--- src/rtl/rpn_pkg.sv ---
// Shared definitions for the RPN operand stack: default sizes, count width and FSM states.
package rpn_pkg;

  localparam int WIDTH_DEF = 8;
  localparam int DEPTH_DEF = 4;
  localparam int CNT_W_DEF = $clog2(DEPTH_DEF) + 1;

  typedef enum logic [1:0] {
    IDLE = 2'd0,
    EXEC = 2'd1,
    WB   = 2'd2
  } state_t;

endpackage

--- src/rtl/rpn_stack_regfile.sv ---
// DEPTH x WIDTH stack storage: one write port, two combinational read ports, plus an
// in-place exchange of the two addressed read entries.
module rpn_stack_regfile
  import rpn_pkg::*;
#(
  parameter int WIDTH = WIDTH_DEF,
  parameter int DEPTH = DEPTH_DEF
) (
  input  logic                     clk,
  input  logic                     rst,
  input  logic                     we,
  input  logic [$clog2(DEPTH)-1:0] waddr,
  input  logic [WIDTH-1:0]         wdata,
  input  logic                     swap,
  input  logic [$clog2(DEPTH)-1:0] top_addr,
  input  logic [$clog2(DEPTH)-1:0] sec_addr,
  output logic [WIDTH-1:0]         top_data,
  output logic [WIDTH-1:0]         sec_data
);

  logic [WIDTH-1:0] entry_q [DEPTH];
  logic [WIDTH-1:0] entry_d [DEPTH];

  assign top_data = entry_q[top_addr];
  assign sec_data = entry_q[sec_addr];

  always_comb begin
    entry_d = entry_q;
    if (swap) begin
      entry_d[top_addr] = entry_q[sec_addr];
      entry_d[sec_addr] = entry_q[top_addr];
    end else if (we) begin
      entry_d[waddr] = wdata;
    end
  end

  always_ff @(posedge clk or posedge rst) begin
    if (rst) begin
      for (int i = 0; i < DEPTH; i++) entry_q[i] <= '0;
    end else begin
      for (int i = 0; i < DEPTH; i++) entry_q[i] <= entry_d[i];
    end
  end

endmodule

--- src/rtl/rpn_operand_stack.sv ---
// Operand stack and sequencer feeding an external combinational subtractor.
// Optional macro RPN_OPERAND_STACK_SWAP_EN adds a 'swap' strobe exchanging the top two entries.
module rpn_operand_stack
  import rpn_pkg::*;
#(
  parameter int WIDTH = WIDTH_DEF,
  parameter int DEPTH = DEPTH_DEF
) (
  input  logic                   clk,
  input  logic                   rst,
  input  logic                   push,
  input  logic [WIDTH-1:0]       push_data,
  input  logic                   exec,
`ifdef RPN_OPERAND_STACK_SWAP_EN
  input  logic                   swap,
`endif
  input  logic                   clear_err,
  input  logic [WIDTH-1:0]       alu_diff,
  input  logic                   alu_bo,
  output logic [WIDTH-1:0]       op_a,
  output logic [WIDTH-1:0]       op_b,
  output logic                   op_bi,
  output logic [WIDTH-1:0]       top,
  output logic [$clog2(DEPTH):0] count,
  output logic                   busy,
  output logic                   borrow_flag,
  output logic                   err_overflow,
  output logic                   err_underflow
);

  localparam int AW = $clog2(DEPTH);
  localparam int CW = $clog2(DEPTH) + 1;
  localparam logic [CW-1:0] ONE  = CW'(1);
  localparam logic [CW-1:0] TWO  = CW'(2);
  localparam logic [CW-1:0] FULL = CW'(DEPTH);

  state_t           state_q, state_d;
  logic [CW-1:0]    count_q, count_d;
  logic [WIDTH-1:0] op_a_q, op_a_d, op_b_q, op_b_d;
  logic             borrow_q, borrow_d;
  logic             ovf_q, ovf_d, unf_q, unf_d;
  logic             set_ovf, set_unf;

  logic             we, swap_do, swap_req, has_two;
  logic [AW-1:0]    waddr, top_addr, sec_addr;
  logic [WIDTH-1:0] wdata, top_rd, sec_rd;

`ifdef RPN_OPERAND_STACK_SWAP_EN
  assign swap_req = swap;
`else
  assign swap_req = 1'b0;
`endif

  // DEPTH is a power of two, so modular AW-bit arithmetic gives count-1 / count-2 directly.
  assign top_addr = count_q[AW-1:0] - AW'(1);
  assign sec_addr = count_q[AW-1:0] - AW'(2);
  assign has_two  = (count_q >= TWO);

  rpn_stack_regfile #(
    .WIDTH(WIDTH),
    .DEPTH(DEPTH)
  ) u_regfile (
    .clk      (clk),
    .rst      (rst),
    .we       (we),
    .waddr    (waddr),
    .wdata    (wdata),
    .swap     (swap_do),
    .top_addr (top_addr),
    .sec_addr (sec_addr),
    .top_data (top_rd),
    .sec_data (sec_rd)
  );

  always_comb begin
    state_d  = state_q;
    count_d  = count_q;
    op_a_d   = op_a_q;
    op_b_d   = op_b_q;
    borrow_d = borrow_q;
    set_ovf  = 1'b0;
    set_unf  = 1'b0;
    we       = 1'b0;
    swap_do  = 1'b0;
    waddr    = count_q[AW-1:0];
    wdata    = push_data;

    case (state_q)
      IDLE: begin
        // exec beats swap beats push; anything lower in priority is dropped.
        if (exec) begin
          if (has_two) begin
            op_a_d  = sec_rd;
            op_b_d  = top_rd;
            state_d = EXEC;
          end else begin
            set_unf = 1'b1;
          end
        end else if (swap_req) begin
          if (has_two) swap_do = 1'b1;
          else         set_unf = 1'b1;
        end else if (push) begin
          if (count_q != FULL) begin
            we      = 1'b1;
            count_d = count_q + ONE;
          end else begin
            set_ovf = 1'b1;
          end
        end
      end
      EXEC: state_d = WB;
      WB: begin
        we       = 1'b1;
        waddr    = sec_addr;
        wdata    = alu_diff;
        count_d  = count_q - ONE;
        borrow_d = alu_bo;
        state_d  = IDLE;
      end
      default: state_d = IDLE;
    endcase

    ovf_d = clear_err ? 1'b0 : (ovf_q | set_ovf);
    unf_d = clear_err ? 1'b0 : (unf_q | set_unf);
  end

  always_ff @(posedge clk or posedge rst) begin
    if (rst) begin
      state_q  <= IDLE;
      count_q  <= '0;
      op_a_q   <= '0;
      op_b_q   <= '0;
      borrow_q <= 1'b0;
      ovf_q    <= 1'b0;
      unf_q    <= 1'b0;
    end else begin
      state_q  <= state_d;
      count_q  <= count_d;
      op_a_q   <= op_a_d;
      op_b_q   <= op_b_d;
      borrow_q <= borrow_d;
      ovf_q    <= ovf_d;
      unf_q    <= unf_d;
    end
  end

  assign op_a          = op_a_q;
  assign op_b          = op_b_q;
  assign op_bi         = 1'b0;
  assign top           = (count_q == '0) ? '0 : top_rd;
  assign count         = count_q;
  assign busy          = (state_q != IDLE);
  assign borrow_flag   = borrow_q;
  assign err_overflow  = ovf_q;
  assign err_underflow = unf_q;

endmodule

--- config.mk ---
export PLATFORM = sky130hd
export DESIGN_NAME = rpn_operand_stack
export DESIGN_NICKNAME = d
export VERILOG_FILES = /design/src/rtl/rpn_pkg.sv /design/src/rtl/rpn_stack_regfile.sv /design/src/rtl/rpn_operand_stack.sv
export SDC_FILE = /design/constraint.sdc
export NUM_CORES = 1
export LEC_CHECK = 0
export CAP_MARGIN = 20
export CORE_MARGIN = 2
export CORE_UTILIZATION = 45
export DETAILED_ROUTE_END_ITERATION = 10
export PLACE_DENSITY = 0.7
export SLEW_MARGIN = 0
export SYNTH_ARGS = -nofsm -noshare
export SYNTH_HDL_FRONTEND = slang
export SYNTH_SLANG_ARGS = --single-unit
--- constraint.sdc ---
create_clock -name clk -period 6.2 [get_ports clk]
set_clock_uncertainty 0.2 [all_clocks]
set_input_delay 1.24 -clock clk [delete_from_list [all_inputs] [get_ports clk]]
set_output_delay 1.24 -clock clk [all_outputs]
set_load 0.05 [all_outputs]
# --- Word level (Yosys, flattened, before mapping) ---
# Cells that the tools add are included.
word_totals:
  word_cells: 73
  register_bits: 56
classes:
  addsub: 4
  bitwise_logic: 5
  reduce_logical: 8
  n_mux: 32
  order_cmp: 5
  n_eq_ne: 8
op_table:
  columns: ["op", "n"]
  rows:
  - ["$mux 8", 7]
  - ["$bmux 8 s2", 2]
  - ["$bwmux 32", 1]
  - ["$demux 8 s2", 1]
  - ["$mux 1", 12]
  - ["$ne 2x2->1 const B", 5]
  - ["$ge 3x3->1 const B", 3]
  - ["$mux 3", 3]
  - ["$not 2->3", 3]
  - ["$mux 2", 3]
  - ["$pmux 3 s2", 1]
  - ["$pmux 2 s2", 1]
  - ["$reduce_and 4->1", 1]
  - ["$reduce_bool 2->1", 2]
  - ["$add 3x1->3 const B", 1]
  - ["$ge 3x2->1 const B", 1]
  - ["$logic_not 3->1", 1]
  - ["$lt 3x1->1 const B", 1]
  - ["$ne 3x3->1 const B", 1]
  - ["$reduce_and 3->1", 1]
  - ["$sub 3x1->3 const B", 1]
  - ["$eq 2x1->1 const B", 1]
  - ["$eq 2x2->1 const B", 1]
  - ["$logic_not 2->1", 1]
  - ["6 further kinds", 7]

# --- Depth between registers and ports, before layout ---
# Gate-level depths: netlist of the first run.
depth:
  word_depth: 8
  mapped_depth: 8
  mapped_depth_nobuf: 6

# --- By module ---
# From an unflattened synthesis of the first run, not the netlist that was laid out.
hier_totals:
  hier_cells: 383
  area_unflattened_um2: 3930.0
by_module_without_submodules:
  columns: ["mod", "cells_per_inst", "area_each_um2", "instances", "seq_area_each_um2"]
  rows:
  - ["rpn_stack_regfile", 262, 2635.0, 1, 800.8]
  - ["rpn_operand_stack", 121, 1295.0, 1, 600.6]

# --- Worst setup path after synthesis of the first run ---
# No wires, ideal clock.
synth_path:
  path_kind: "register -> output"
  start: "register count_q[0] (netlist: count[0])"
  end: "output port top[0]"
  slack_ns: 2.228
  required_ns: 4.760
  path_stages_with_launch: 8
  arrival_ns: 2.532
  path_buffers: 3
  path_cell_list: "dfrtp_1 buf_6 buf_6 inv_1 ha_1 buf_2 mux4_2 and2_1"
synth_between:
  elab_chain_cells: 6
  elab_cells_between_ends: 7
  cone_classes: "add/sub (1); mux (4); bitwise (1); reduce/logical (1)"
synth_rtl:
  columns: ["element", "line", "text"]
  rows:
  - ["start: declaration", "rpn_operand_stack.sv:38", "logic [CW-1:0] count_q, count_d;"]
  - ["start signal: assignment", "rpn_operand_stack.sv:138", "count_q <= count_d;"]
  - ["$sub 2x1->2", "rpn_operand_stack.sv:55", "assign top_addr = count_q[AW-1:0] - AW'(1);"]
  - ["$not 2->3 (not written as such)", "rpn_stack_regfile.sv:24", "assign top_data = entry_q[top_addr];"]
  - ["$bmux 8 s2", "rpn_stack_regfile.sv:24", null]
  - ["$mux 8 (not written as such) (2 in a row)", "rpn_stack_regfile.sv:24", null]
  - ["$mux 8 (*)", "rpn_operand_stack.sv:150", "assign top = (count_q == '0) ? '0 : top_rd;"]
  - ["end: declaration", "rpn_operand_stack.sv:23", "output logic [WIDTH-1:0] top,"]
# Every way passes the cells marked *; elsewhere a longest branch is shown, timed or not. The select of a mux whose other input is x is not followed.

# --- Final worst setup path of the first run ---
layout_path:
  start: "register count_q[1] (netlist: count[1])"
  end: "output port top[2]"
# Same word-level chain as after synthesis.

==> results of run 1 <==
## flip-flops by register name (all words and copies together), names as in the netlist
register           count
u_regfile.entry_q     32
borrow_flag            1
op_b                   8
op_a                   8
count                  3
err_overflow           1
state_q                2
err_underflow          1
## worst max-delay path, cell delays in order (launching register included)
cell	delay [ps]
sky130_fd_sc_hd__dfrtp_1	750
sky130_fd_sc_hd__inv_1	100
sky130_fd_sc_hd__ha_1	620
sky130_fd_sc_hd__mux4_2	570
sky130_fd_sc_hd__and2_1	190
sky130_fd_sc_hd__clkdlybuf4s50_1	700
## area by class of cell
| class | instances | area share, % |
|---|---|---|
| clock buffer | 6 | 2.01 |
| sequential | 56 | 38.8 |
| multi-input combinational | 114 | 39.7 |
| inverter | 7 | 0.727 |
| timing repair buffer | 55 | 15.0 |
| tap | 77 | 2.67 |
| clock inverter | 2 | 1.07 |
## cell usage after synthesis (2+ instances only)
library cell / n
sky130_fd_sc_hd__mux2_4: 11
sky130_fd_sc_hd__ha_1: 7
sky130_fd_sc_hd__dfrtp_1: 56
sky130_fd_sc_hd__mux2_2: 47
sky130_fd_sc_hd__mux4_2: 16
sky130_fd_sc_hd__a31oi_1: 2
sky130_fd_sc_hd__nor3b_4: 4
sky130_fd_sc_hd__buf_6: 4
sky130_fd_sc_hd__inv_1: 5
sky130_fd_sc_hd__nor2b_1: 3
sky130_fd_sc_hd__and2_1: 8
sky130_fd_sc_hd__nor2_1: 3
## kinds of logic after synthesis
| group | Yosys count | share of synthesized area, % |
|---|---|---|
| flops | 56 | 47.7 |
| fa+ha+maj | 8 | 3.66 |
| xor+xnor | 1 | 0.298 |
| mux | 74 | 35.9 |
| buf+inv | 15 | 3.49 |
| compound gates | 6 | 1.87 |
| other cells | 1 | 0.128 |
| simple gates | 24 | 7.02 |
## routing by layer
metal,wire (um),GRT usage [%],part of all wire [%]
met4,82,5.63,1.5
met2,2730,27.3,48
met3,155,3.50,2.7
met5,0,0,0
met1,2680,24.3,47
## metrics by stage
step                cells  area [um2]  utilization (%)
floorplan             185        2940                -
global placement      309        3500             55.2
detailed placement    309        3500             55.2
CTS                   317        3610             56.9
global route          317        3610             56.9
finish                317        3610             56.9
## how the worst max path moves through the flow
stage / start / end / cells past startpoint
floorplan: count[0]$_DFFE_PP0P_ / top[0] / 7
global placement: count[1]$_DFFE_PP0P_ / top[2] / 5
detailed placement: count[1]$_DFFE_PP0P_ / top[2] / 5
CTS: count[1]$_DFFE_PP0P_ / top[2] / 5
global route: count[1]$_DFFE_PP0P_ / top[2] / 5
finish: count[1]$_DFFE_PP0P_ / top[2] / 5
==> flow_summary_export.csv, run 1 <==
group,metric,value,unit
clocking,clock_latency,310,ps
drt,finalWirelength,5650,um
sta,worst_slew_margin_rel,29.8,%
placement,gp_congestion,0.684,
yosys,synth-edff-count,0,
sta,finalSetupViolCount,0,
drt,post-route-drc-count,0,
placement,dpl_worst_slack,1810,ps
yosys,synth.distinct_cells,31,
drt,detail_route.wl_per_cell,17.8,um
yosys,synth.yosys.seq_area_share,47.7,%
clocking,cts_tree,"done",
sta,timing.hold.ws,309,ps
yosys,post-synth-top-area-cell,"sky130_fd_sc_hd__dfrtp_1",
clocking,max-clock-path-buffers,2,
drt,firstDrtPassIters,3,
cells_and_area,layout_commonest_cell,"sky130_fd_sc_hd__dfrtp_1",
cells_and_area,post_route_cells_drive_above_1_share,39.6,%
critical_path,reg2reg_slack,3490,ps
worst_hold_path,min_delay_path_depth,2,
yosys,synth.top_cell.area_share,47.7,%
cells_and_area,diodes,0,
run,max-cap-violations,0,
global_routing,grt-ovfl-total,0,
sta,fin_crit_sh,75.5,%
cells_and_area,multi_input_comb_area,1440,um2
yosys,mappedNetlistArea,2940,um2
die,placementRows,29,
global_routing,global_route_wire_length_before_repair,9590,um
drt,viasPerCell,5.34,
critical_path,worst-setup-path-type,"reg2out",
placement,portBuffers,52,
critical_path,rr_startpoint,"count[1]$_DFFE_PP0P_",
placement,detailed_place_hpwl,3820,um
die,placeableCoreArea,6350,um2
critical_path,crit_arrival,3240,ps
sta,final_max_slew_viol_count,0,
yosys,syn-instance-count,185,
critical_path,timing.critical_path.fanout_max,15,
critical_path,timing.critical_path.from_type,"register",
clocking,cts.sink_count,56,
yosys,synth_area_per_cell,15.9,um2
sta,setup-tns-final,0,ps
critical_path,worstRegToRegCells,4,
worst_hold_path,min_to,"err_overflow$_DFF_PP0_",
critical_path,reg2reg_capture_point,"op_b[5]$_DFFE_PP0P_",
drt,final_antenna_net_count,0,
die,dieWidth,84.8,um
cells_and_area,layout.cells.most_common_list,"sky130_fd_sc_hd__dfrtp_1, sky130_fd_sc_hd__clkdlybuf4s50_1, sky130_fd_sc_hd__mux2_2",
run_status,run_status,"completed",
drt,num_vias,1693,
yosys,yosys_register_bits,56,
global_routing,vias_in_the_first_global_route,1773,
clocking,post_cts.repair.setup_buffers,0,
critical_path,worstPathRequired,4760,ps
die,die_height,84.8,um
sta,max_slew.worst_pin.slew,1050,ps
cells_and_area,seqCellArea,1400,um2
clocking,cts_buffers,5,
clocking,cts_htree_levels,2,
yosys,synthTopCellsByArea,"sky130_fd_sc_hd__dfrtp_1, sky130_fd_sc_hd__mux2_2, sky130_fd_sc_hd__mux4_2, sky130_fd_sc_hd__mux2_4, sky130_fd_sc_hd__ha_1",
global_routing,number_of_antenna_violations_at_the_first_check_in_global_routing,0,
sta,grt_setup_unrepaired,"no",
sta,clock.fmax,214,MHz
sta,hold_violations,0,
worst_hold_path,hold_path.startpoint,"err_overflow$_DFF_PP0_",
global_routing,grt_start_max_net_pins,57,
yosys,synth.yosys.warnings,0,
cells_and_area,fillers,505,
cells_and_area,fin_nets,269,
yosys,most_instantiated_flip_flop_cell_in_the_synthesis_netlist,"sky130_fd_sc_hd__dfrtp_1",
die,num_io_pins,54,
sta,layout_setup_ws,1520,ps
worst_hold_path,holdCritPathClass,"reg2reg",
yosys,postSynthNetCount,215,
clocking,clk_pin_slew_worst_paths,100,ps
cells_and_area,area_delta_synth_final,22.9,%
sta,finalCriticalPeriod,4680,ps
die,fp.dieArea,7200,um2
clocking,cts_hold_buffers,0,
clocking,cts-resized-gates,0,
yosys,synth_async_sr_flop_share,100,%
critical_path,worstSetupEndpointType,"primary output",
drt,first_iteration_detailed_routing_drc_count,48,
clocking,clock-root-buffer,"sky130_fd_sc_hd__clkbuf_8",
global_routing,gr-usage-all-layers,17.3,%
die,initial_utilization,46.3,%
Power of run 1 is left out: the tool's default activity adds up to more than one toggle a clock period on the data nets, which glitch-free logic cannot reach.
==> inputs of run 2 (changes only) <==
- PLACE_DENSITY: 0.7 -> 0.73
- clock period: 6.2 -> 4.05 ns (I/O delays scaled with it)
==> run 2 against run 1 <==
Against the previous run: via count up 1.5%; wire length down 1.9%; setup slack worse by 810 ps; cell area down 0.76%; hold slack better by 4.0 ps; non-clock buffer count up 3; core utilization down 0.43 points; sequential share of layout area up 0.30 points; final cell count up 0.63%; die area unchanged; first-iteration DRC count up 44%; register-to-register slack worse by 2100 ps; critical endpoint is now top[0].
==> flow_summary_export.csv, run 2 (synthesized netlist as in run 1, its figures left out) <==
group,metric,value,unit
sta,max_slew.worst_pin.slew,559,ps
drt,num_vias,1719,
drt,first_iteration_detailed_routing_drc_count,69,
worst_hold_path,holdCritPathClass,"reg2reg",
clocking,cts_buffers,5,
sta,finalSetupViolCount,0,
critical_path,worst-setup-path-type,"reg2out",
die,initial_utilization,46.3,%
clocking,cts_hold_buffers,0,
run,max-cap-violations,0,
global_routing,vias_in_the_first_global_route,1735,
sta,fin_crit_sh,82.4,%
placement,detailed_place_hpwl,3940,um
clocking,cts_tree,"done",
sta,final_max_slew_viol_count,0,
cells_and_area,max_flop_register,"u_regfile.entry_q",
cells_and_area,layout_commonest_cell,"sky130_fd_sc_hd__dfrtp_1",
clocking,clk_pin_slew_worst_paths,100,ps
sta,grt_setup_unrepaired,"no",
sta,hold_violations,0,
cells_and_area,area_delta_synth_final,22.0,%
clocking,clock_latency,310,ps
sta,worst_slew_margin_rel,62.7,%
die,fp.dieArea,7200,um2
global_routing,global_route_wire_length_before_repair,9160,um
drt,firstDrtPassIters,4,
clocking,cts-resized-gates,0,
clocking,cts_htree_levels,2,
run_status,run_status,"completed",
critical_path,worstSetupEndpointType,"primary output",
sta,setup-tns-final,0,ps
die,dieWidth,84.8,um
drt,detail_route.wl_per_cell,17.4,um
global_routing,gr-usage-all-layers,16.7,%
drt,viasPerCell,5.39,
critical_path,timing.critical_path.from_type,"register",
drt,post-route-drc-count,0,
cells_and_area,layout.cells.most_common_list,"sky130_fd_sc_hd__dfrtp_1, sky130_fd_sc_hd__mux2_2, sky130_fd_sc_hd__clkdlybuf4s50_1",
critical_path,crit_arrival,2330,ps
global_routing,grt-ovfl-total,0,
die,num_io_pins,54,
cells_and_area,largest_register_ffs,32,
clocking,max-clock-path-buffers,2,
critical_path,reg2reg_slack,1430,ps
global_routing,grt_start_max_net_pins,25,
critical_path,worstPathRequired,3040,ps
drt,final_antenna_net_count,0,
cells_and_area,diodes,0,
critical_path,top_family_by_delay_on_critical_path,"adder cells",
critical_path,timing.critical_path.fanout_max,8,
cells_and_area,post_route_cells_drive_above_1_share,43.8,%
clocking,cts.sink_count,56,
global_routing,number_of_antenna_violations_at_the_first_check_in_global_routing,0,
die,placeableCoreArea,6350,um2
critical_path,worst_path_largest_cell_delay,620,ps
sta,clock.fmax,299,MHz
cells_and_area,fin_nets,272,
sta,finalCriticalPeriod,3340,ps
placement,portBuffers,52,
critical_path,path_cells,"inv_1 > ha_1 > mux4_2 > and2_1 > buf_4",
clocking,clock-root-buffer,"sky130_fd_sc_hd__clkbuf_8",
critical_path,cp.buffers_inverters,2,
critical_path,critPathSlowestCell,"sky130_fd_sc_hd__ha_1",
cells_and_area,fillers,536,
die,placementRows,29,
placement,gp_congestion,0.751,
die,die_height,84.8,um
clocking,post_cts.repair.setup_buffers,0,
drt,finalWirelength,5540,um
==> run 2: cell count changes in the layout (fill, tap and decap cells not counted), sizes merged <==
| cell | previous run | this run |
|---|---|---|
| clkinvlp | 0 | 1 |
| clkbuf | 6 | 5 |
| inv | 7 | 6 |
| bufinv | 1 | 0 |
| buf | 3 | 14 |
| clkdlybuf4s50 | 52 | 44 |
| clkinv | 1 | 2 |
==> run 2: layout make-up <==
class	instances	area [um2]	share of cell area, %
Multi-Input combinational cell	114	1440	40.0
Sequential cell	56	1400	39.1
Timing Repair Buffer	58	546	15.2
Tap cell	77	96.3	2.69
Clock buffer	5	68.8	1.92
Inverter	7	26.3	0.732
Clock inverter	2	12.5	0.349
==> run 2: final timing paths <==
check                                  startpoint  depth (start not counted)                                 to
max                          count[0]$_DFFE_PP0P_                          5                             top[0]
min                           op_b[2]$_DFFE_PP0P_                          1                op_b[2]$_DFFE_PP0P_
max reg2reg                state_q[0]$_DFFE_PP0P_                          6  u_regfile.entry_q[26]$_DFFE_PP0P_
min reg2reg                   op_b[2]$_DFFE_PP0P_                          1                op_b[2]$_DFFE_PP0P_
max in group asynchronous                     rst                          3  u_regfile.entry_q[12]$_DFFE_PP0P_
min in group asynchronous                     rst                          2                op_b[6]$_DFFE_PP0P_
==> run 2: routing by layer <==
layer  routed length [um]  global-route usage [%]  vias up
li1                     -                       -      789
met1                 2430                    22.6      885
met2                 2780                    26.5       38
met3                  253                    4.38        7
met4                   83                    5.63        0
met5                    0                       0        -
==> run 2: metrics by stage <==
stage | utilization, % | setup WS [ps] | cell area, um2 | hold slack (ps) | std cells
3_5_place_dp | 55.2 | 1030 | 3510 | 281 | 312
3_3_place_gp | 55.2 | 1060 | 3510 | 273 | 312
5_1_grt | 56.5 | 558 | 3590 | 324 | 319
4_1_cts | 56.5 | 671 | 3590 | 310 | 319
2_1_floorplan | - | 508 | 2940 | 293 | 185
6_report | 56.5 | 711 | 3590 | 313 | 319
Power of run 2 is left out for the same reason.
